$ cat src/rtl/ps2_pkg.sv
// Scancodes, FSM state types and the digit decoder shared by ps2_number_in.
// PS2_HEX_ENTRY_EN selects base-16 entry and enables the A-F letter keys.
package ps2_pkg;

  localparam logic [7:0] SC_0 = 8'h45;
  localparam logic [7:0] SC_1 = 8'h16;
  localparam logic [7:0] SC_2 = 8'h1E;
  localparam logic [7:0] SC_3 = 8'h26;
  localparam logic [7:0] SC_4 = 8'h25;
  localparam logic [7:0] SC_5 = 8'h2E;
  localparam logic [7:0] SC_6 = 8'h36;
  localparam logic [7:0] SC_7 = 8'h3D;
  localparam logic [7:0] SC_8 = 8'h3E;
  localparam logic [7:0] SC_9 = 8'h46;

  localparam logic [7:0] SC_A = 8'h1C;
  localparam logic [7:0] SC_B = 8'h32;
  localparam logic [7:0] SC_C = 8'h21;
  localparam logic [7:0] SC_D = 8'h23;
  localparam logic [7:0] SC_E = 8'h24;
  localparam logic [7:0] SC_F = 8'h2B;

  localparam logic [7:0] SC_BREAK = 8'hF0;
  localparam logic [7:0] SC_EXT   = 8'hE0;
  localparam logic [7:0] SC_ENTER = 8'h5A;
  localparam logic [7:0] SC_BKSP  = 8'h66;
  localparam logic [7:0] SC_ESC   = 8'h76;

`ifdef PS2_HEX_ENTRY_EN
  localparam int unsigned BASE = 16;
`else
  localparam int unsigned BASE = 10;
`endif

  typedef enum logic [1:0] {
    RX_IDLE,
    RX_DATA,
    RX_PARITY,
    RX_STOP
  } rx_state_e;

  typedef enum logic [1:0] {
    DEC_MAKE,
    DEC_BREAK,
    DEC_EXT,
    DEC_EXT_BREAK
  } dec_state_e;

  typedef struct packed {
    logic       is_digit;
    logic [3:0] value;
  } digit_t;

  function automatic digit_t scan_to_digit(input logic [7:0] code);
    digit_t r;
    r.is_digit = 1'b1;
    r.value    = 4'd0;
    case (code)
      SC_0: r.value = 4'd0;
      SC_1: r.value = 4'd1;
      SC_2: r.value = 4'd2;
      SC_3: r.value = 4'd3;
      SC_4: r.value = 4'd4;
      SC_5: r.value = 4'd5;
      SC_6: r.value = 4'd6;
      SC_7: r.value = 4'd7;
      SC_8: r.value = 4'd8;
      SC_9: r.value = 4'd9;
`ifdef PS2_HEX_ENTRY_EN
      SC_A: r.value = 4'd10;
      SC_B: r.value = 4'd11;
      SC_C: r.value = 4'd12;
      SC_D: r.value = 4'd13;
      SC_E: r.value = 4'd14;
      SC_F: r.value = 4'd15;
`endif
      default: r.is_digit = 1'b0;
    endcase
    return r;
  endfunction

endpackage

$ cat src/rtl/ps2_rx_frame.sv
// PS/2 frame receiver: input synchronisers, falling-edge detect, 11-bit frame FSM
// and inactivity timeout. Emits a one-cycle strobe per good byte, an error pulse otherwise.
module ps2_rx_frame
  import ps2_pkg::*;
#(
  parameter int unsigned TIMEOUT_CYCLES = 50000
) (
  input  logic       clk,
  input  logic       rst,
  input  logic       ps2_clk_i,
  input  logic       ps2_data_i,
  output logic       rx_strobe_o,
  output logic [7:0] rx_byte_o,
  output logic       err_o
);

  // state     | meaning
  // RX_IDLE   | waiting for a start bit (data low on a falling edge)
  // RX_DATA   | shifting in 8 data bits, LSB first
  // RX_PARITY | capturing the odd-parity bit
  // RX_STOP   | checking stop bit and parity, then strobe or error

  localparam int unsigned TW = $clog2(TIMEOUT_CYCLES + 1);

  logic [1:0]    clk_sync_q, data_sync_q;
  logic          clk_prev_q;
  rx_state_e     state_q, state_d;
  logic [2:0]    bit_cnt_q, bit_cnt_d;
  logic [7:0]    shift_q, shift_d;
  logic          parity_q, parity_d;
  logic [TW-1:0] tmo_q, tmo_d;
  logic          strobe_q, strobe_d;
  logic          err_q, err_d;
  logic          fall, bit_in, timeout;

  // Synchronisers reset to the bus idle level so reset release never looks like an edge.
  always_ff @(posedge clk or posedge rst) begin
    if (rst) begin
      clk_sync_q  <= 2'b11;
      data_sync_q <= 2'b11;
      clk_prev_q  <= 1'b1;
    end else begin
      clk_sync_q  <= {clk_sync_q[0], ps2_clk_i};
      data_sync_q <= {data_sync_q[0], ps2_data_i};
      clk_prev_q  <= clk_sync_q[1];
    end
  end

  assign fall    = clk_prev_q & ~clk_sync_q[1];
  assign bit_in  = data_sync_q[1];
  assign timeout = (state_q != RX_IDLE) && !fall && (tmo_q == '0);

  always_ff @(posedge clk or posedge rst) begin
    if (rst) begin
      state_q   <= RX_IDLE;
      bit_cnt_q <= '0;
      shift_q   <= '0;
      parity_q  <= 1'b0;
      tmo_q     <= '0;
      strobe_q  <= 1'b0;
      err_q     <= 1'b0;
    end else begin
      state_q   <= state_d;
      bit_cnt_q <= bit_cnt_d;
      shift_q   <= shift_d;
      parity_q  <= parity_d;
      tmo_q     <= tmo_d;
      strobe_q  <= strobe_d;
      err_q     <= err_d;
    end
  end

  always_comb begin
    state_d   = state_q;
    bit_cnt_d = bit_cnt_q;
    shift_d   = shift_q;
    parity_d  = parity_q;
    tmo_d     = tmo_q;
    strobe_d  = 1'b0;
    err_d     = 1'b0;

    if (fall) begin
      tmo_d = TW'(TIMEOUT_CYCLES - 1);
    end else if ((state_q != RX_IDLE) && (tmo_q != '0)) begin
      tmo_d = tmo_q - TW'(1);
    end

    if (timeout) begin
      state_d = RX_IDLE;
      err_d   = 1'b1;
    end else if (fall) begin
      case (state_q)
        RX_IDLE: begin
          if (!bit_in) begin
            state_d   = RX_DATA;
            bit_cnt_d = '0;
          end
        end
        RX_DATA: begin
          shift_d   = {bit_in, shift_q[7:1]};
          bit_cnt_d = bit_cnt_q + 3'd1;
          if (bit_cnt_q == 3'd7) state_d = RX_PARITY;
        end
        RX_PARITY: begin
          parity_d = bit_in;
          state_d  = RX_STOP;
        end
        RX_STOP: begin
          if (((^shift_q) ^ parity_q) && bit_in) strobe_d = 1'b1;
          else                                    err_d    = 1'b1;
          state_d = RX_IDLE;
        end
        default: state_d = RX_IDLE;
      endcase
    end
  end

  assign rx_strobe_o = strobe_q;
  assign rx_byte_o   = shift_q;
  assign err_o       = err_q;

endmodule

$ cat src/rtl/ps2_number_in.sv
// Keyboard number entry for the CPU IN path: decodes set-2 make/break sequences, builds
// a saturating number and commits it on Enter into a show-ahead FIFO. See PS2_HEX_ENTRY_EN.
module ps2_number_in
  import ps2_pkg::*;
#(
  parameter int unsigned DATA_WIDTH     = 16,
  parameter int unsigned FIFO_DEPTH     = 4,
  parameter int unsigned TIMEOUT_CYCLES = 50000
) (
  input  logic                  clk,
  input  logic                  rst,
  input  logic                  ps2_clk,
  input  logic                  ps2_data,
  output logic                  out_valid,
  output logic [DATA_WIDTH-1:0] out_data,
  input  logic                  out_ready,
  output logic [DATA_WIDTH-1:0] acc_value,
  output logic                  overflow,
  output logic                  frame_err
);

  // state         | meaning
  // DEC_MAKE      | next byte is a key make code or a prefix
  // DEC_BREAK     | next byte is the released key, ignored
  // DEC_EXT       | after E0: F0 leads to EXT_BREAK, anything else is ignored
  // DEC_EXT_BREAK | next byte is the released extended key, ignored

  localparam int unsigned PW = $clog2(FIFO_DEPTH);
  localparam int unsigned WW = 2 * DATA_WIDTH;

  logic       rx_strobe;
  logic [7:0] rx_byte;
  logic       rx_err;

  ps2_rx_frame #(
    .TIMEOUT_CYCLES(TIMEOUT_CYCLES)
  ) u_rx (
    .clk        (clk),
    .rst        (rst),
    .ps2_clk_i  (ps2_clk),
    .ps2_data_i (ps2_data),
    .rx_strobe_o(rx_strobe),
    .rx_byte_o  (rx_byte),
    .err_o      (rx_err)
  );

  dec_state_e            dec_q, dec_d;
  logic [DATA_WIDTH-1:0] acc_q, acc_d;
  logic                  has_digit_q, has_digit_d;
  logic                  push_q, push_d;
  logic [DATA_WIDTH-1:0] push_data_q, push_data_d;
  digit_t                key;
  logic [WW-1:0]         acc_wide;
  logic [DATA_WIDTH-1:0] acc_div;

  assign key      = scan_to_digit(rx_byte);
  assign acc_wide = WW'(acc_q) * WW'(BASE) + WW'(key.value);
  assign acc_div  = acc_q / DATA_WIDTH'(BASE);

  always_ff @(posedge clk or posedge rst) begin
    if (rst) begin
      dec_q       <= DEC_MAKE;
      acc_q       <= '0;
      has_digit_q <= 1'b0;
      push_q      <= 1'b0;
      push_data_q <= '0;
    end else begin
      dec_q       <= dec_d;
      acc_q       <= acc_d;
      has_digit_q <= has_digit_d;
      push_q      <= push_d;
      push_data_q <= push_data_d;
    end
  end

  always_comb begin
    dec_d       = dec_q;
    acc_d       = acc_q;
    has_digit_d = has_digit_q;
    push_d      = 1'b0;
    push_data_d = push_data_q;

    if (rx_strobe) begin
      case (dec_q)
        DEC_MAKE: begin
          if (rx_byte == SC_BREAK) begin
            dec_d = DEC_BREAK;
          end else if (rx_byte == SC_EXT) begin
            dec_d = DEC_EXT;
          end else if (key.is_digit) begin
            acc_d       = (|acc_wide[WW-1:DATA_WIDTH]) ? '1 : acc_wide[DATA_WIDTH-1:0];
            has_digit_d = 1'b1;
          end else if (rx_byte == SC_BKSP) begin
            acc_d = acc_div;
            if (acc_div == '0) has_digit_d = 1'b0;
          end else if (rx_byte == SC_ESC) begin
            acc_d       = '0;
            has_digit_d = 1'b0;
          end else if ((rx_byte == SC_ENTER) && has_digit_q) begin
            push_d      = 1'b1;
            push_data_d = acc_q;
            acc_d       = '0;
            has_digit_d = 1'b0;
          end
        end
        DEC_BREAK:     dec_d = DEC_MAKE;
        DEC_EXT:       dec_d = (rx_byte == SC_BREAK) ? DEC_EXT_BREAK : DEC_MAKE;
        DEC_EXT_BREAK: dec_d = DEC_MAKE;
        default:       dec_d = DEC_MAKE;
      endcase
    end
  end

  logic [DATA_WIDTH-1:0] mem_q [FIFO_DEPTH];
  logic [PW:0]           wr_q, rd_q;
  logic                  overflow_q, frame_err_q;
  logic                  empty, full, pop, push_ok;

  assign empty   = (wr_q == rd_q);
  assign full    = (wr_q[PW] != rd_q[PW]) && (wr_q[PW-1:0] == rd_q[PW-1:0]);
  assign pop     = !empty && out_ready;
  // A pop in the same cycle frees the slot, so a full FIFO still accepts the push.
  assign push_ok = push_q && (!full || pop);

  always_ff @(posedge clk or posedge rst) begin
    if (rst) begin
      for (int i = 0; i < FIFO_DEPTH; i++) mem_q[i] <= '0;
      wr_q        <= '0;
      rd_q        <= '0;
      overflow_q  <= 1'b0;
      frame_err_q <= 1'b0;
    end else begin
      if (push_ok) begin
        mem_q[wr_q[PW-1:0]] <= push_data_q;
        wr_q                <= wr_q + (PW+1)'(1);
      end
      if (pop) rd_q <= rd_q + (PW+1)'(1);
      if (push_q && !push_ok) overflow_q <= 1'b1;
      if (rx_err) frame_err_q <= 1'b1;
    end
  end

  assign out_valid = !empty;
  assign out_data  = empty ? '0 : mem_q[rd_q[PW-1:0]];
  assign acc_value = acc_q;
  assign overflow  = overflow_q;
  assign frame_err = frame_err_q;

endmodule
$ cat config.mk
export PLATFORM = sky130hd
export DESIGN_NAME = ps2_number_in
export DESIGN_NICKNAME = d
export VERILOG_FILES = /design/src/rtl/ps2_pkg.sv /design/src/rtl/ps2_rx_frame.sv /design/src/rtl/ps2_number_in.sv
export SDC_FILE = /design/constraint.sdc
export NUM_CORES = 1
export LEC_CHECK = 0
export CAP_MARGIN = 20
export CORE_MARGIN = 5
export CORE_UTILIZATION = 30
export CTS_CLUSTER_SIZE = 12
export DETAILED_ROUTE_END_ITERATION = 8
export DONT_BUFFER_PORTS = 1
export RECOVER_POWER = 100
export SLEW_MARGIN = 10
export SYNTH_ARGS = -nofsm -noshare
export SYNTH_HDL_FRONTEND = slang
export SYNTH_SLANG_ARGS = --single-unit
$ cat constraint.sdc
create_clock -name clk -period 9.9 [get_ports clk]
set_input_delay 2.97 -clock clk [delete_from_list [all_inputs] [get_ports clk]]
set_output_delay 2.97 -clock clk [all_outputs]
set_load 0.02 [all_outputs]
After elaboration in Yosys (flattened, before gate mapping)
Index checks and enable logic that the tools add are counted.
{ "classes": {"addsub": 5, "n_mul": 1, "div_mod_pow": 1, "n_lt_le_gt_ge": 3, "n_eq_ne": 30, "mux": 48, "bitwise_logic": 11, "reduce_logical": 37} }
{ "op_table": {"columns": ["operator", "count"], "rows": [
  ["$mux 16", 11],
  ["$bwmux 64", 1],
  ["$eq 8x6->1 const B", 6],
  ["$eq 8x7->1 const B", 5],
  ["$pmux 4 s9", 1],
  ["$bmux 16 s2", 1],
  ["$demux 16 s2", 1],
  ["$logic_not 16->1", 2],
  ["$mux 1", 22],
  ["$add 20x4->21", 1],
  ["$mul 16x3->19 const B", 1],
  ["$div 16x4->16 const B", 1],
  ["$eq 8x5->1 const B", 2],
  ["$eq 8x8->1 const B", 2],
  ["$reduce_bool 16->1", 1],
  ["$reduce_or 16->1", 1],
  ["$sub 16x1->16 const B", 1],
  ["$mux 2", 7],
  ["$logic_and 1x1->1", 10],
  ["$reduce_or 10->1", 1],
  ["$add 3x1->3 const B", 3],
  ["$reduce_and 3->1", 3],
  ["$eq 2x2->1 const B", 4],
  ["$pmux 2 s4", 1],
  ["other kinds (30)", 47]
]} }
{ "word_totals": {"regBits": 145, "in_bits": 5, "output_inout_bits": 35} }

Logic depth before layout (Yosys ltp)
Gate-level depths: netlist (run 1).
{ "logic_depth": {"depth_word": 10, "mapped_depth": 20, "ltp_nobuf": 20} }

Cells and area by module
From an unflattened synthesis (run 1), not the netlist that was laid out.
{ "hier_totals": {"cells_unflattened": 944, "hier_area_um2": 9624.2} }
{ "modules_own_cells": {"columns": ["mod", "instances", "cells_each", "area_per_inst_um2", "seq_area_each_um2"], "rows": [
  ["ps2_number_in", 1, 785, 7808.7, 2702.6],
  ["ps2_rx_frame", 1, 159, 1815.5, 932.1]
]} }

Least setup slack after synthesis (run 1)
Ideal clock, no wire load.
{ "synth_path": {"path_type": "register to output", "from": "register rd_q[0]", "to": "output port out_data[10]", "arrival_ns": 2.094, "path_slack_ns": 4.836, "stages_incl_launch_ff": 5, "cell_sequence": "dfrtp_1 clkbuf_1 clkbuf_1 mux4_2 nor2b_1"} }
{ "synth_via": {"elab_chain_len": 5, "word_cells_on_any_way": 6, "classes_between": "1 x eq/ne; 4 x mux; 1 x bitwise"} }
{ "synth_rtl": {"columns": ["item", "line", "text"], "rows": [
  ["from (decl)", "ps2_number_in.sv:115", "logic [PW:0] wr_q, rd_q;"],
  ["from (signal assigned)", "ps2_number_in.sv:137", "if (pop) rd_q <= rd_q + (PW+1)'(1);"],
  ["$not 2->3 (not written as such)", "ps2_number_in.sv:144", "assign out_data = empty ? '0 : mem_q[rd_q[PW-1:0]];"],
  ["$bmux 16 s2", "ps2_number_in.sv:144", null],
  ["$mux 16 (not written as such) (2 in series)", "ps2_number_in.sv:144", null],
  ["$mux 16 *", "ps2_number_in.sv:144", null],
  ["to (decl)", "ps2_number_in.sv:15", "output logic [DATA_WIDTH-1:0] out_data,"]
]} }
Every way passes the cells marked *; elsewhere a longest branch is shown, timed or not. The select of a mux whose other input is x is not followed.

Worst setup path after layout (run 1)
{ "layout_path": {"from": "register acc_q[9], in the netlist acc_value[9]", "to": "register has_digit_q"} }
{ "layout_via": {"elab_chain_len": 4} }
{ "layout_rtl": {"columns": ["item", "line", "text"], "rows": [
  ["from (decl)", "ps2_number_in.sv:48", "logic [DATA_WIDTH-1:0] acc_q, acc_d;"],
  ["from (signal assigned)", "ps2_number_in.sv:63", "acc_q <= '0;"],
  ["from (signal assigned)", "ps2_number_in.sv:69", "acc_q <= acc_d;"],
  ["$div 16x4->16", "ps2_number_in.sv:58", "assign acc_div = acc_q / DATA_WIDTH'(BASE);"],
  ["$logic_not 16->1", "ps2_number_in.sv:95", "if (acc_div == '0) has_digit_d = 1'b0;"],
  ["$ne 3x2->1 (no source line)", null, null],
  ["$reduce_and 6->1 (no source line)", null, null],
  ["to (signal assigned)", "ps2_number_in.sv:70", "has_digit_q <= has_digit_d;"],
  ["to (decl)", "ps2_number_in.sv:49", "logic has_digit_q, has_digit_d;"]
]} }
No other way between the ends.
A chain may end at the register's enable or synchronous reset.

==> out/qor.log, run 1 <==
[die] Die Width 192 µm
[placed_design] Post-Place Setup Slack 4490 ps
[synthesis] largest cells by area after synthesis dfrtp_1 (35%), mux2_2 (9.4%), ha_1 (7.3%), mux4_2 (3.6%), nand2_1 (3.1%)
[worst_setup_path] FF-to-FF setup slack 3300 ps
[detailed_routing] drt total wl 23,000 µm
[hold_path] Worst Hold Path Cells 0
[finish] net count of the finished layout 1,028
[detailed_routing] Routed WL per cell 16.2 µm
[global_routing] Overall Global Routing Usage 12.9%
[clocking] Max H-tree Level 4
[global_routing] total gr overflow 0
[worst_setup_path] Setup crit end has_digit_q
[sta] relative slew slack -125%
[finish] multi-input logic area 5940 µm²
[clocking] setup bufs post-CTS 0
[worst_setup_path] timing startpoint of the critical path acc_value[9]
[power_and_ir_drop] Static Leak 4.77 nW
[clocking] CTS sink cnt 145
[detailed_routing] detailed router's first-iteration violation count 432
[synthesis] number of warnings issued by yosys 0
[die] starting density of the core 30.5%
[sta] Max Transition Viols Final 127
[sta] Clock Skews 14.2 ps
[global_routing] antenna violations before repair 0
[die] top-level port count 40
[sta] Hold Worst Slack 362 ps
[sta] slew at the pin closest to its max-slew limit 3350 ps
[clocking] TritonCTS clock tree built
[die] Placement Rows 66
[synthesis] register bit count reported by yosys 145
[finish] filler instances 3,323
[placed_design] half-perimeter wire length of the detailed placement result 16,300 µm
[placed_design] GP Congestion 0.814
[hold_path] type of the most critical hold path reg2reg
[global_routing] number of global-route vias before repair 7,482
[sta] Max Freq 0.152 GHz
[finish] layout overhead on the synthesized area 9.84%
[worst_setup_path] depth of the critical timing path with buffers and inverters included 17
[synthesis] Post-synth EDFFs 0
[finish] share of layout cells above drive strength 1 20.1%
[synthesis] synthesized area per cell 10.1 µm²
[global_routing] largest net degree at the start of global routing 74
[synthesis] cell count after synthesis 983
[detailed_routing] routed via count 7,536
[synthesis] Async SR Flop Fraction 100%
[power_and_ir_drop] power per cell area 152 nW/µm²
[sta] unrepaired setup endpoints after global routing no
[worst_setup_path] ordered cell list for the critical path clkbuf_1 -> inv_1 -> a311o_1 -> o221a_2 -> a2111oi_0 -> a311oi_2 -> nor2_1 -> nor2_1 -> o221ai_1 -> a21boi_1 -> a221oi_1 -> a31oi_2 -> xnor2_1 -> a21oi_1 -> a2111oi_0 -> a211oi_2 -> a32oi_1
[worst_setup_path] CP endpoint kind flop
[clocking] CTS Root Buffer Type clkbuf_16
[worst_setup_path] classification of the worst setup path reg2reg
[synthesis] Net Count, Synth 1,048
[clocking] clk slew on worst S/H paths 70 ps
[worst_setup_path] highest fanout seen on the critical path 27
[worst_setup_path] sum of buffers and inverters on the critical path 2
[global_routing] first-pass GRT wire length 39,100 µm
[sta] setup tns final 0 ps
[synthesis] register area share after synthesis 36.4%
[finish] register cell area after layout 3630 µm²
[worst_setup_path] Largest stage delay, worst path 1120 ps
[detailed_routing] post-detailed-route count of antenna-violating nets 0
[synthesis] post-synth design cell area 9980 µm²
[synthesis] Yosys top cell area share 35.1%
[sta] final worst-path setup slack 3300 ps
[worst_setup_path] cell family with most CP delay compound AO/OA/AOI/OAI gates
[detailed_routing] average via count per standard cell 5.31
[sta] final setup vio count 0
[clocking] cells resized by post-CTS repair 0
[die] placeable core region 32,700 µm²
[sta] number of hold-slack violations in the final timing report 0
[outcome] failing checks capacitance limit, slew limit
[worst_setup_path] R2R depth 17
[synthesis] leading register cell type out of synthesis dfrtp_1
[die] floorplan die height 192 µm
[detailed_routing] DRC Markers 0
[worst_setup_path] cell with the largest stage delay on the worst path clkbuf_1
[clocking] maximum root-to-sink buffer count 2
[worst_setup_path] Data arrival, critical path 6940 ps
[worst_setup_path] sort of element at the start of the critical path flop
[synthesis] Cell variety after synth 120
[flow_run] count of maximum capacitance violations 3
[sta] ratio of final minimum period to clock period 66.6%
[synthesis] most frequent cells after synthesis dfrtp_1 (140), mux2_2 (83), nand2_1 (82), ha_1 (58), o21ai_0 (55)
[placed_design] port buffer count 0
[power_and_ir_drop] Power, Total 1.67 mW
[synthesis] cell with the most instances after synthesis dfrtp_1
[worst_setup_path] R2R Path End has_digit_q
[worst_setup_path] worst reg2reg path startpoint acc_value[9]
[sta] post-layout minimum cycle time 6600 ps
[power_and_ir_drop] Peak VDD IR 0.0956 mV
[clocking] count of hold-fix buffers inserted at cts 0
[worst_setup_path] Crit path required time 10,240 ps
[outcome] status finished, violations left
[synthesis] library cell with the largest summed area after synthesis dfrtp_1
[clocking] cts bufs inserted 17
[die] die area 37,000 µm²
[finish] antenna cells 0
[clocking] Clock Latency Late Sink 430 ps
[detailed_routing] total iterations of the first detailed-routing run 5
==> cell type report <==
type                       count  share of cell area (%)
clock inverter                15                    1.74
clock buffer                  17                    3.88
inverter                      44                    1.52
tap                          442                    5.05
multi-input combinational    744                    54.2
sequential                   145                    33.2
timing repair buffer          11                   0.480
==> layout by cell type, fill, tap and decap left out, drive strengths merged, types with 5 or more instances in the layout <==
cell / n
a211oi: 11
a21o: 13
a21oi: 38
a22oi: 10
a31oi: 11
a32o: 6
a32oi: 5
and2: 5
and3: 9
clkbuf: 25
clkinv: 5
dfrtp: 140
dfstp: 5
ha: 58
inv: 50
mux2: 83
mux4: 16
nand2: 84
nand2b: 7
nand3: 30
nand4: 8
nor2: 47
nor2b: 24
nor3: 25
nor3b: 5
nor4: 10
o211ai: 10
o21a: 5
o21ai: 62
o221ai: 7
o22ai: 7
or2: 8
or3: 8
xnor2: 34
xor2: 15
==> through the flow <==
step	area, µm²	util, %	std cells
2_1_floorplan	9980	-	983
3_5_place_dp	10400	31.8	1386
4_1_cts	11000	33.7	1418
3_3_place_gp	10400	31.8	1386
6_report	11000	33.5	1418
5_1_grt	11000	33.5	1418
==> flip-flops by register name, summed over array words and instances (netlist names) <==
signal / count
wr_q: 3
push_data_q: 16
u_rx.state_q: 2
u_rx.clk_sync_q: 2
u_rx.rx_strobe_o: 1
dec_q: 2
u_rx.tmo_q: 16
u_rx.parity_q: 1
u_rx.bit_cnt_q: 3
u_rx.data_sync_q: 2
u_rx.err_o: 1
overflow: 1
u_rx.rx_byte_o: 8
acc_value: 16
frame_err: 1
rd_q: 3
mem_q: 64
push_q: 1
has_digit_q: 1
u_rx.clk_prev_q: 1
==> layer usage <==
metal	GRT usage [%]	routed length, µm	vias to the layer above
met5	0	0	-
met4	3.54	310	0
met3	2.59	1020	30
met2	19.7	10200	149
met1	18.5	11400	3745
li1	-	-	3612
==> logic make-up after synthesis <==
| logic type | share of synthesized area, % |
|---|---|
| AO/OA/AOI/OAI | 19.0 |
| adder cells (fa/ha/maj) | 7.89 |
| multiplexers | 13.3 |
| AND/OR/NAND/NOR | 15.2 |
| XOR/XNOR | 4.38 |
| flip-flops | 36.4 |
| buffers and inverters | 3.85 |
==> worst reg2reg max path, delay by kind of cell, from the launching register on <==
family	cells	cell delay (ps)
xor+xnor	1	440
buf+inv	2	1810
compound gates	12	3500
flops	1	320
simple gates	2	430
==> where the power goes <==
part | leakage (nW) | internal (mW) | switching [mW]
combinational | 2.54 | 0.137 | 0.173
sequential | 1.93 | 0.638 | 0.0560
clock | 0.302 | 0.384 | 0.282
total | 4.77 | 1.16 | 0.511
==> how the worst min path moves through the flow <==
| stage | from | endpoint | slack (ps) |
|---|---|---|---|
| floorplan | u_rx.clk_sync_q[0] | u_rx.clk_sync_q[1] | 350 |
| global placement | u_rx.data_sync_q[0] | u_rx.data_sync_q[1] | 350 |
| detailed placement | u_rx.clk_sync_q[0] | u_rx.clk_sync_q[1] | 350 |
| CTS | u_rx.clk_sync_q[0] | u_rx.clk_sync_q[1] | 360 |
| global route | u_rx.clk_sync_q[0] | u_rx.clk_sync_q[1] | 370 |
| finish | u_rx.data_sync_q[0] | u_rx.data_sync_q[1] | 360 |
Note: power is estimated with default switching activity, not from simulation.
==> run 2: changes to the inputs <==
==> constraint.sdc (replaced) <==
create_clock -name clk -period 6 [get_ports clk]
set_input_delay 1.8 -clock clk [delete_from_list [all_inputs] [get_ports clk]]
set_output_delay 1.8 -clock clk [all_outputs]
set_load 0.02 [all_outputs]
==> run 2 against run 1 <==
Against the previous run: the run still ends with capacitance limit, slew limit left; setup slack got worse by 2600 ps; clock power increased by 57%; die area unchanged; sequential cell count unchanged; maximum frequency increased by 25%.
==> out/qor.log, run 2 (synthesis results as in run 1) <==
[outcome] status finished, violations left [unchanged]
[outcome] failing checks capacitance limit, slew limit [unchanged]
[finish] share of layout cells above drive strength 1 21.1% [was 20.1%]
[power_and_ir_drop] Static Leak 4.83 nW [was 4.77 nW]
[sta] unrepaired setup endpoints after global routing no [unchanged]
[clocking] clk slew on worst S/H paths 70 ps [about the same]
[die] top-level port count 40 [unchanged]
[sta] slew at the pin closest to its max-slew limit 3670 ps [was 3350 ps]
[detailed_routing] detailed router's first-iteration violation count 483 [was 432]
[die] die area 37,000 µm² [unchanged]
[placed_design] cell area reported after detailed placement 10,500 µm² [was 10,400 µm²]
[finish] register cell area after layout 3630 µm² [unchanged]
[power_and_ir_drop] Peak VDD IR 0.170 mV [was 0.0956 mV]
[finish] most common cell after layout, fill and taps aside dfrtp_1 [unchanged]
[global_routing] first-pass GRT wire length 39,300 µm [was 39,100 µm]
[detailed_routing] total iterations of the first detailed-routing run 5 [unchanged]
[global_routing] total gr overflow 0 [unchanged]
[worst_setup_path] highest fanout seen on the critical path 13 [was 27]
[die] floorplan die height 192 µm [unchanged]
[placed_design] half-perimeter wire length of the detailed placement result 16,700 µm [was 16,300 µm]
[clocking] count of hold-fix buffers inserted at cts 0 [unchanged]
[placed_design] placed cells 1,394 [was 1,386]
[global_routing] antenna violations before repair 0 [unchanged]
[worst_setup_path] sum of buffers and inverters on the critical path 0 [was 2]
[die] Placement Rows 66 [unchanged]
[sta] Clock Skews 15.6 ps [was 14.2 ps]
[clocking] maximum root-to-sink buffer count 2 [unchanged]
[detailed_routing] average via count per standard cell 5.30 [was 5.31]
[detailed_routing] Routed WL per cell 16.5 µm [was 16.2 µm]
[power_and_ir_drop] relative contribution of the clock network to total power 38.9% [was 39.9%]
[global_routing] number of global-route vias before repair 7,503 [was 7,482]
[die] placeable core region 32,700 µm² [unchanged]
[worst_setup_path] classification of the worst setup path reg2reg [unchanged]
[power_and_ir_drop] sequential cell fraction of total power 42.1% [was 41.5%]
[worst_setup_path] CP endpoint kind flop [unchanged]
[worst_setup_path] Crit path required time 6290 ps [was 10,240 ps]
[finish] antenna cells 0 [unchanged]
[sta] relative slew slack -145% [was -125%]
[finish] final core occ 33.7% [was 33.5%]
[finish] register with the most flip-flops mem_q [unchanged]
[power_and_ir_drop] Int Power 1.88 mW [was 1.16 mW]
[worst_setup_path] Largest stage delay, worst path 590 ps [was 1120 ps]
[sta] Max Transition Viols Final 96 [was 127]
[sta] number of hold-slack violations in the final timing report 0 [unchanged]
[hold_path] type of the most critical hold path reg2reg [unchanged]
[finish] net count of the finished layout 1,036 [was 1,028]
[finish] multi-input logic area 5950 µm² [was 5940 µm²]
[sta] Hold Worst Slack 359 ps [was 362 ps]
[power_and_ir_drop] combinational share of power 19.0% [was 18.5%]
[finish] number of standard cells in the layout, taps in and fillers out 1,426 [was 1,418]
[detailed_routing] routed via count 7,560 [was 7,536]
[sta] post-layout minimum cycle time 5290 ps [was 6600 ps]
[detailed_routing] post-detailed-route count of antenna-violating nets 0 [unchanged]
[clocking] cts bufs inserted 17 [unchanged]
[sta] final setup vio count 0 [unchanged]
[sta] Max Freq 0.189 GHz [was 0.152 GHz]
[worst_setup_path] cell family with most CP delay compound AO/OA/AOI/OAI gates [unchanged]
[worst_setup_path] Data arrival, critical path 5580 ps [was 6940 ps]
[power_and_ir_drop] fraction of power spent switching nets 30.8% [was 30.6%]
[clocking] setup bufs post-CTS 0 [unchanged]
[finish] layout overhead on the synthesized area 10.4% [was 9.84%]
[global_routing] Overall Global Routing Usage 13.0% [was 12.9%]
[clocking] Max H-tree Level 4 [unchanged]
[placed_design] GP Congestion 0.843 [was 0.814]
[finish] filler instances 3,356 [was 3,323]
[clocking] CTS sink cnt 145 [unchanged]
[die] Die Width 192 µm [unchanged]
[worst_setup_path] cell with the largest stage delay on the worst path dfrtp_1 [was clkbuf_1]
[sta] ratio of final minimum period to clock period 88.2% [was 66.6%]
[worst_setup_path] sort of element at the start of the critical path flop [unchanged]
[worst_setup_path] ordered cell list for the critical path nor2b_2 -> a2bb2oi_1 -> a32o_1 -> o21ai_0 -> a31oi_1 -> a22o_1 -> o211a_1 -> o211ai_4 -> or2_4 -> a221oi_2 -> a31oi_2 -> xnor2_1 -> nor3_1 -> a211oi_1 -> o211ai_1 -> a21boi_1 [was clkbuf_1 -> inv_1 -> a311o_1 -> o221a_2 -> a2111oi_0 -> a311oi_2 -> nor2_1 -> nor2_1 -> o221ai_1 -> a21boi_1 -> a221oi_1 -> a31oi_2 -> xnor2_1 -> a21oi_1 -> a2111oi_0 -> a211oi_2 -> a32oi_1]
[power_and_ir_drop] net switching power figure 0.835 mW [was 0.511 mW]
[detailed_routing] drt total wl 23,500 µm [was 23,000 µm]
[finish] flip-flop count of the largest register after layout 64 [unchanged]
[clocking] CTS Root Buffer Type clkbuf_16 [unchanged]
[finish] commonest non-fill, non-tap cells in the layout dfrtp_1 (140), mux2_2 (83), nand2_1 (82) [unchanged]
[sta] setup tns final 0 ps [unchanged]
[global_routing] largest net degree at the start of global routing 96 [was 74]
[clocking] Clock Latency Late Sink 420 ps [was 430 ps]
[flow_run] count of maximum capacitance violations 1 [was 3]
[finish] Post-Layout Inst Area 11,000 µm² [about the same]
[placed_design] port buffer count 0 [unchanged]
[detailed_routing] DRC Markers 0 [unchanged]
[die] starting density of the core 30.5% [unchanged]
[clocking] TritonCTS clock tree built [unchanged]
[clocking] cells resized by post-CTS repair 0 [unchanged]
[power_and_ir_drop] power per cell area 246 nW/µm² [was 152 nW/µm²]
[run 2: metal layers]
metal,GRT usage [%],part of all wire [%]
met1,18.2,48
met2,20.6,46
met3,2.73,4.6
met4,3.40,1.1
met5,0,0
[run 2: final timing paths]
kind	startpoint	end	slack, ps	depth (start not counted)
max	acc_value[13]	acc_value[1]	710	16
min in group asynchronous	rst	u_rx.tmo_q[6]	2650	1
min reg2reg	u_rx.data_sync_q[0]	u_rx.data_sync_q[1]	360	0
min	u_rx.data_sync_q[0]	u_rx.data_sync_q[1]	360	0
max in group asynchronous	rst	u_rx.state_q[0]	1280	2
max reg2reg	acc_value[13]	acc_value[1]	710	16
[run 2: area by class of cell]
| class | count | area share [%] |
|---|---|---|
| clock inverters | 14 | 1.37 |
| inverters | 44 | 1.50 |
| flip-flops and latches | 145 | 33.0 |
| clock buffers | 18 | 3.99 |
| repair buffers | 19 | 1.14 |
| well taps | 442 | 5.02 |
| multi-input cells | 744 | 54.0 |
[run 2: power groups by stage]
stage	clock [mW]	combinational (mW)	sequential, mW
final	1.05	0.515	1.14
after CTS	1.08	0.528	1.14
after global placement	0	0.511	1.16
after floorplan	0	0.449	1.12
after detailed placement	0	0.526	1.16
after global routing	1.13	0.597	1.16
[run 2: worst reg2reg max path, cell delays in order (launching register included)]
cell       delay (ps)
dfrtp_1           590
nor2b_2           510
a2bb2oi_1         290
a32o_1            510
o21ai_0           230
a31oi_1           250
a22o_1            360
o211a_1           310
o211ai_4          160
or2_4             320
a221oi_2          370
a31oi_2            90
xnor2_1           380
nor3_1            120
a211oi_1          350
o211ai_1          120
a21boi_1          180
[run 2: stage by stage]
stage	total power [mW]	setup WS (ps)
5_1_grt	2.88	258
2_1_floorplan	1.57	314
3_5_place_dp	1.69	908
3_3_place_gp	1.67	942
4_1_cts	2.76	900
6_report	2.71	705
==> run 3: changes to the inputs <==
--- a/config.mk
+++ b/config.mk
@@ -8,6 +8,7 @@
 export CAP_MARGIN = 20
 export CORE_MARGIN = 5
 export CORE_UTILIZATION = 30
+export CTS_BUF_LIST = sky130_fd_sc_hd__clkbuf_16
 export CTS_CLUSTER_SIZE = 12
 export DETAILED_ROUTE_END_ITERATION = 8
 export DONT_BUFFER_PORTS = 1
==> constraint.sdc (replaced) <==
create_clock -name clk -period 5.48 [get_ports clk]
set_input_delay 1.644 -clock clk [delete_from_list [all_inputs] [get_ports clk]]
set_output_delay 1.644 -clock clk [all_outputs]
set_load 0.02 [all_outputs]
==> run 3 against run 2 <==
Against the previous run: the run still ends with capacitance limit, slew limit left; sequential cell count stayed put; power is 12% higher; non-clock buffer count is 7 higher; core utilization is 0.20 points higher; die area stayed put; sequential share of layout area is 0.19 points lower; final area is 0.60% higher.
==> out/qor.log, run 3 (synthesis results as in run 1) <==
[die] starting density of the core 30.5% [unchanged]
[finish] layout overhead on the synthesized area 11.1% [was 10.4%]
[detailed_routing] DRC Markers 0 [unchanged]
[finish] flip-flop count of the largest register after layout 64 [unchanged]
[worst_setup_path] cell family with most CP delay compound AO/OA/AOI/OAI gates [unchanged]
[detailed_routing] routed via count 7,625 [was 7,560]
[clocking] cts bufs inserted 17 [unchanged]
[worst_setup_path] CP endpoint kind flop [unchanged]
[clocking] CTS Root Buffer Type clkbuf_16 [unchanged]
[finish] most common cell after layout, fill and taps aside dfrtp_1 [unchanged]
[finish] register with the most flip-flops mem_q [unchanged]
[placed_design] GP Congestion 0.808 [was 0.843]
[hold_path] type of the most critical hold path reg2reg [unchanged]
[die] top-level port count 40 [unchanged]
[worst_setup_path] sum of buffers and inverters on the critical path 0 [unchanged]
[die] floorplan die height 192 µm [unchanged]
[power_and_ir_drop] net switching power figure 0.930 mW [was 0.835 mW]
[sta] final worst-path setup slack 359 ps [was 705 ps]
[global_routing] number of global-route vias before repair 7,266 [was 7,503]
[power_and_ir_drop] sequential cell fraction of total power 41.9% [was 42.1%]
[detailed_routing] average via count per standard cell 5.32 [was 5.30]
[global_routing] total gr overflow 0 [unchanged]
[hold_path] endpoint of the worst hold path u_rx.data_sync_q[1] [unchanged]
[power_and_ir_drop] power per cell area 273 nW/µm² [was 246 nW/µm²]
[power_and_ir_drop] fraction of power spent switching nets 30.7% [was 30.8%]
[power_and_ir_drop] Peak VDD IR 0.194 mV [was 0.170 mV]
[clocking] Max H-tree Level 4 [unchanged]
[clocking] maximum root-to-sink buffer count 2 [unchanged]
[finish] share of layout cells above drive strength 1 21.5% [was 21.1%]
[global_routing] largest net degree at the start of global routing 123 [was 96]
[detailed_routing] Routed WL per cell 16.0 µm [was 16.5 µm]
[worst_setup_path] R2R Path End acc_value[0] [was acc_value[1]]
[worst_setup_path] sort of element at the start of the critical path flop [unchanged]
[global_routing] Overall Global Routing Usage 12.6% [was 13.0%]
[placed_design] half-perimeter wire length of the detailed placement result 16,600 µm [was 16,700 µm]
[sta] unrepaired setup endpoints after global routing no [unchanged]
[global_routing] antenna violations before repair 0 [unchanged]
[worst_setup_path] R2R depth 16 [unchanged]
[worst_setup_path] cell with the largest stage delay on the worst path dfrtp_1 [unchanged]
[global_routing] first-pass GRT wire length 38,000 µm [was 39,300 µm]
[finish] commonest non-fill, non-tap cells in the layout dfrtp_1 (139), mux2_2 (83), nand2_1 (82) [was dfrtp_1 (140), mux2_2 (83), nand2_1 (82)]
[worst_setup_path] Largest stage delay, worst path 770 ps [was 590 ps]
[clocking] CTS sink cnt 145 [unchanged]
[power_and_ir_drop] combinational share of power 17.9% [was 19.0%]
[worst_setup_path] ordered cell list for the critical path or2_0 -> a2bb2oi_1 -> a32o_1 -> o21ai_0 -> a31oi_1 -> a22o_1 -> o211a_1 -> o211ai_4 -> or2_4 -> a221oi_1 -> a31oi_2 -> xnor2_2 -> nor3_1 -> a31o_1 -> a211oi_2 -> a31oi_1 [was nor2b_2 -> a2bb2oi_1 -> a32o_1 -> o21ai_0 -> a31oi_1 -> a22o_1 -> o211a_1 -> o211ai_4 -> or2_4 -> a221oi_2 -> a31oi_2 -> xnor2_1 -> nor3_1 -> a211oi_1 -> o211ai_1 -> a21boi_1]
[detailed_routing] total iterations of the first detailed-routing run 6 [was 5]
[die] Placement Rows 66 [unchanged]
[sta] Max Freq 0.195 GHz [was 0.189 GHz]
[placed_design] port buffer count 0 [unchanged]
[sta] Clock Skews 13.2 ps [was 15.6 ps]
[die] placeable core region 32,700 µm² [unchanged]
[clocking] clk slew on worst S/H paths 70 ps [about the same]
[finish] net count of the finished layout 1,043 [was 1,036]
[outcome] failing checks capacitance limit, slew limit [unchanged]
[detailed_routing] post-detailed-route count of antenna-violating nets 0 [unchanged]
[sta] post-layout minimum cycle time 5120 ps [was 5290 ps]
[sta] number of hold-slack violations in the final timing report 0 [unchanged]
[worst_setup_path] CP dominant cell by count a31oi_1
[worst_setup_path] worst reg2reg path startpoint acc_value[15] [was acc_value[13]]
[sta] final setup vio count 0 [unchanged]
[sta] setup tns final 0 ps [unchanged]
[power_and_ir_drop] Static Leak 4.86 nW [was 4.83 nW]
[detailed_routing] drt total wl 22,900 µm [was 23,500 µm]
[finish] antenna cells 0 [unchanged]
[worst_setup_path] highest fanout seen on the critical path 19 [was 13]
[placed_design] Post-Place Setup Slack 476 ps [was 908 ps]
[power_and_ir_drop] relative contribution of the clock network to total power 40.2% [was 38.9%]
[finish] filler instances 3,325 [was 3,356]
[worst_setup_path] FF-to-FF setup slack 360 ps [was 710 ps]
[hold_path] Worst Hold Path Cells 0 [unchanged]
[power_and_ir_drop] Power, Total 3.03 mW [was 2.71 mW]
[clocking] Clock Latency Late Sink 420 ps [about the same]
[die] die area 37,000 µm² [unchanged]
[clocking] TritonCTS clock tree built [unchanged]
[sta] Max Transition Viols Final 123 [was 96]
[flow_run] count of maximum capacitance violations 1 [unchanged]
[sta] relative slew slack -81.1% [was -145%]
[detailed_routing] detailed router's first-iteration violation count 520 [was 483]
[die] Die Width 192 µm [unchanged]
[sta] slew at the pin closest to its max-slew limit 2720 ps [was 3670 ps]
[sta] ratio of final minimum period to clock period 93.5% [was 88.2%]
[worst_setup_path] Data arrival, critical path 5390 ps [was 5580 ps]
[worst_setup_path] classification of the worst setup path reg2reg [unchanged]
[power_and_ir_drop] Int Power 2.10 mW [was 1.88 mW]
[outcome] status finished, violations left [unchanged]
[worst_setup_path] Crit path required time 5750 ps [was 6290 ps]
[hold_path] hold wc startpoint u_rx.data_sync_q[0] [unchanged]
run 3: cell types whose count changed in the layout (fill, tap and decap cells not counted), moves of 2 or more:
cell / change
clkbuf_1: +5
clkinv_4: -3
inv_6: +4
buf_4: +2
run 3: how the worst max path moves through the flow:
stage	slack, ps	depth (start not counted)	startpoint	endpoint
2_1_floorplan	920	20	acc_value[1]	acc_value[0]
3_3_place_gp	530	16	acc_value[12]	acc_value[0]
3_5_place_dp	480	16	acc_value[12]	acc_value[0]
4_1_cts	460	16	acc_value[12]	acc_value[0]
5_1_grt	10	16	acc_value[15]	acc_value[0]
6_report	360	16	acc_value[15]	acc_value[0]
run 3: final cells by class:
class / count / area [µm²] / area share [%]
clock buffer: 17 / 425 / 3.84
clock inverter: 15 / 189 / 1.71
inverter: 44 / 166 / 1.50
multi-input combinational: 744 / 5950 / 53.7
sequential: 145 / 3640 / 32.8
tap: 442 / 553 / 4.99
timing repair buffer: 26 / 159 / 1.43
run 3: power groups by stage:
stage,sequential [mW],clock [mW],combinational (mW)
after CTS,1.27,1.25,0.556
after floorplan,1.23,0,0.492
after detailed placement,1.29,0,0.555
after global routing,1.29,1.30,0.617
after global placement,1.29,0,0.542
final,1.27,1.22,0.542
run 3: metrics by stage:
stage | cell area [µm²] | cells | utilization (%) | hold slack (ps)
finish | 11100 | 1433 | 33.9 | 361
floorplan | 9980 | 983 | - | 345
detailed placement | 10500 | 1401 | 32.2 | 348
CTS | 11100 | 1433 | 34.1 | 365
global placement | 10500 | 1401 | 32.2 | 346
global route | 11100 | 1433 | 33.9 | 370
run 3: what timing repair did:
| action | in CTS | in global routing |
|---|---|---|
| endpoints found under the hold margin | 0 | 0 |
| hold buffers | 0 | 0 |
| endpoints found under the setup margin | 0 | 2 |
| setup buffers | 0 | 0 |
| gates resized for setup | 0 | 1 |
run 3: layer usage:
| layer | wire [µm] | part of all wire (%) | global-route usage (%) | vias up |
|---|---|---|---|---|
| li1 | - | - | - | 3646 |
| met2 | 10300 | 45 | 19.2 | 199 |
| met1 | 11200 | 49 | 17.9 | 3759 |
| met5 | 0 | 0 | 0 | - |
| met4 | 260 | 1.1 | 3.18 | 0 |
| met3 | 1190 | 5.2 | 2.93 | 21 |
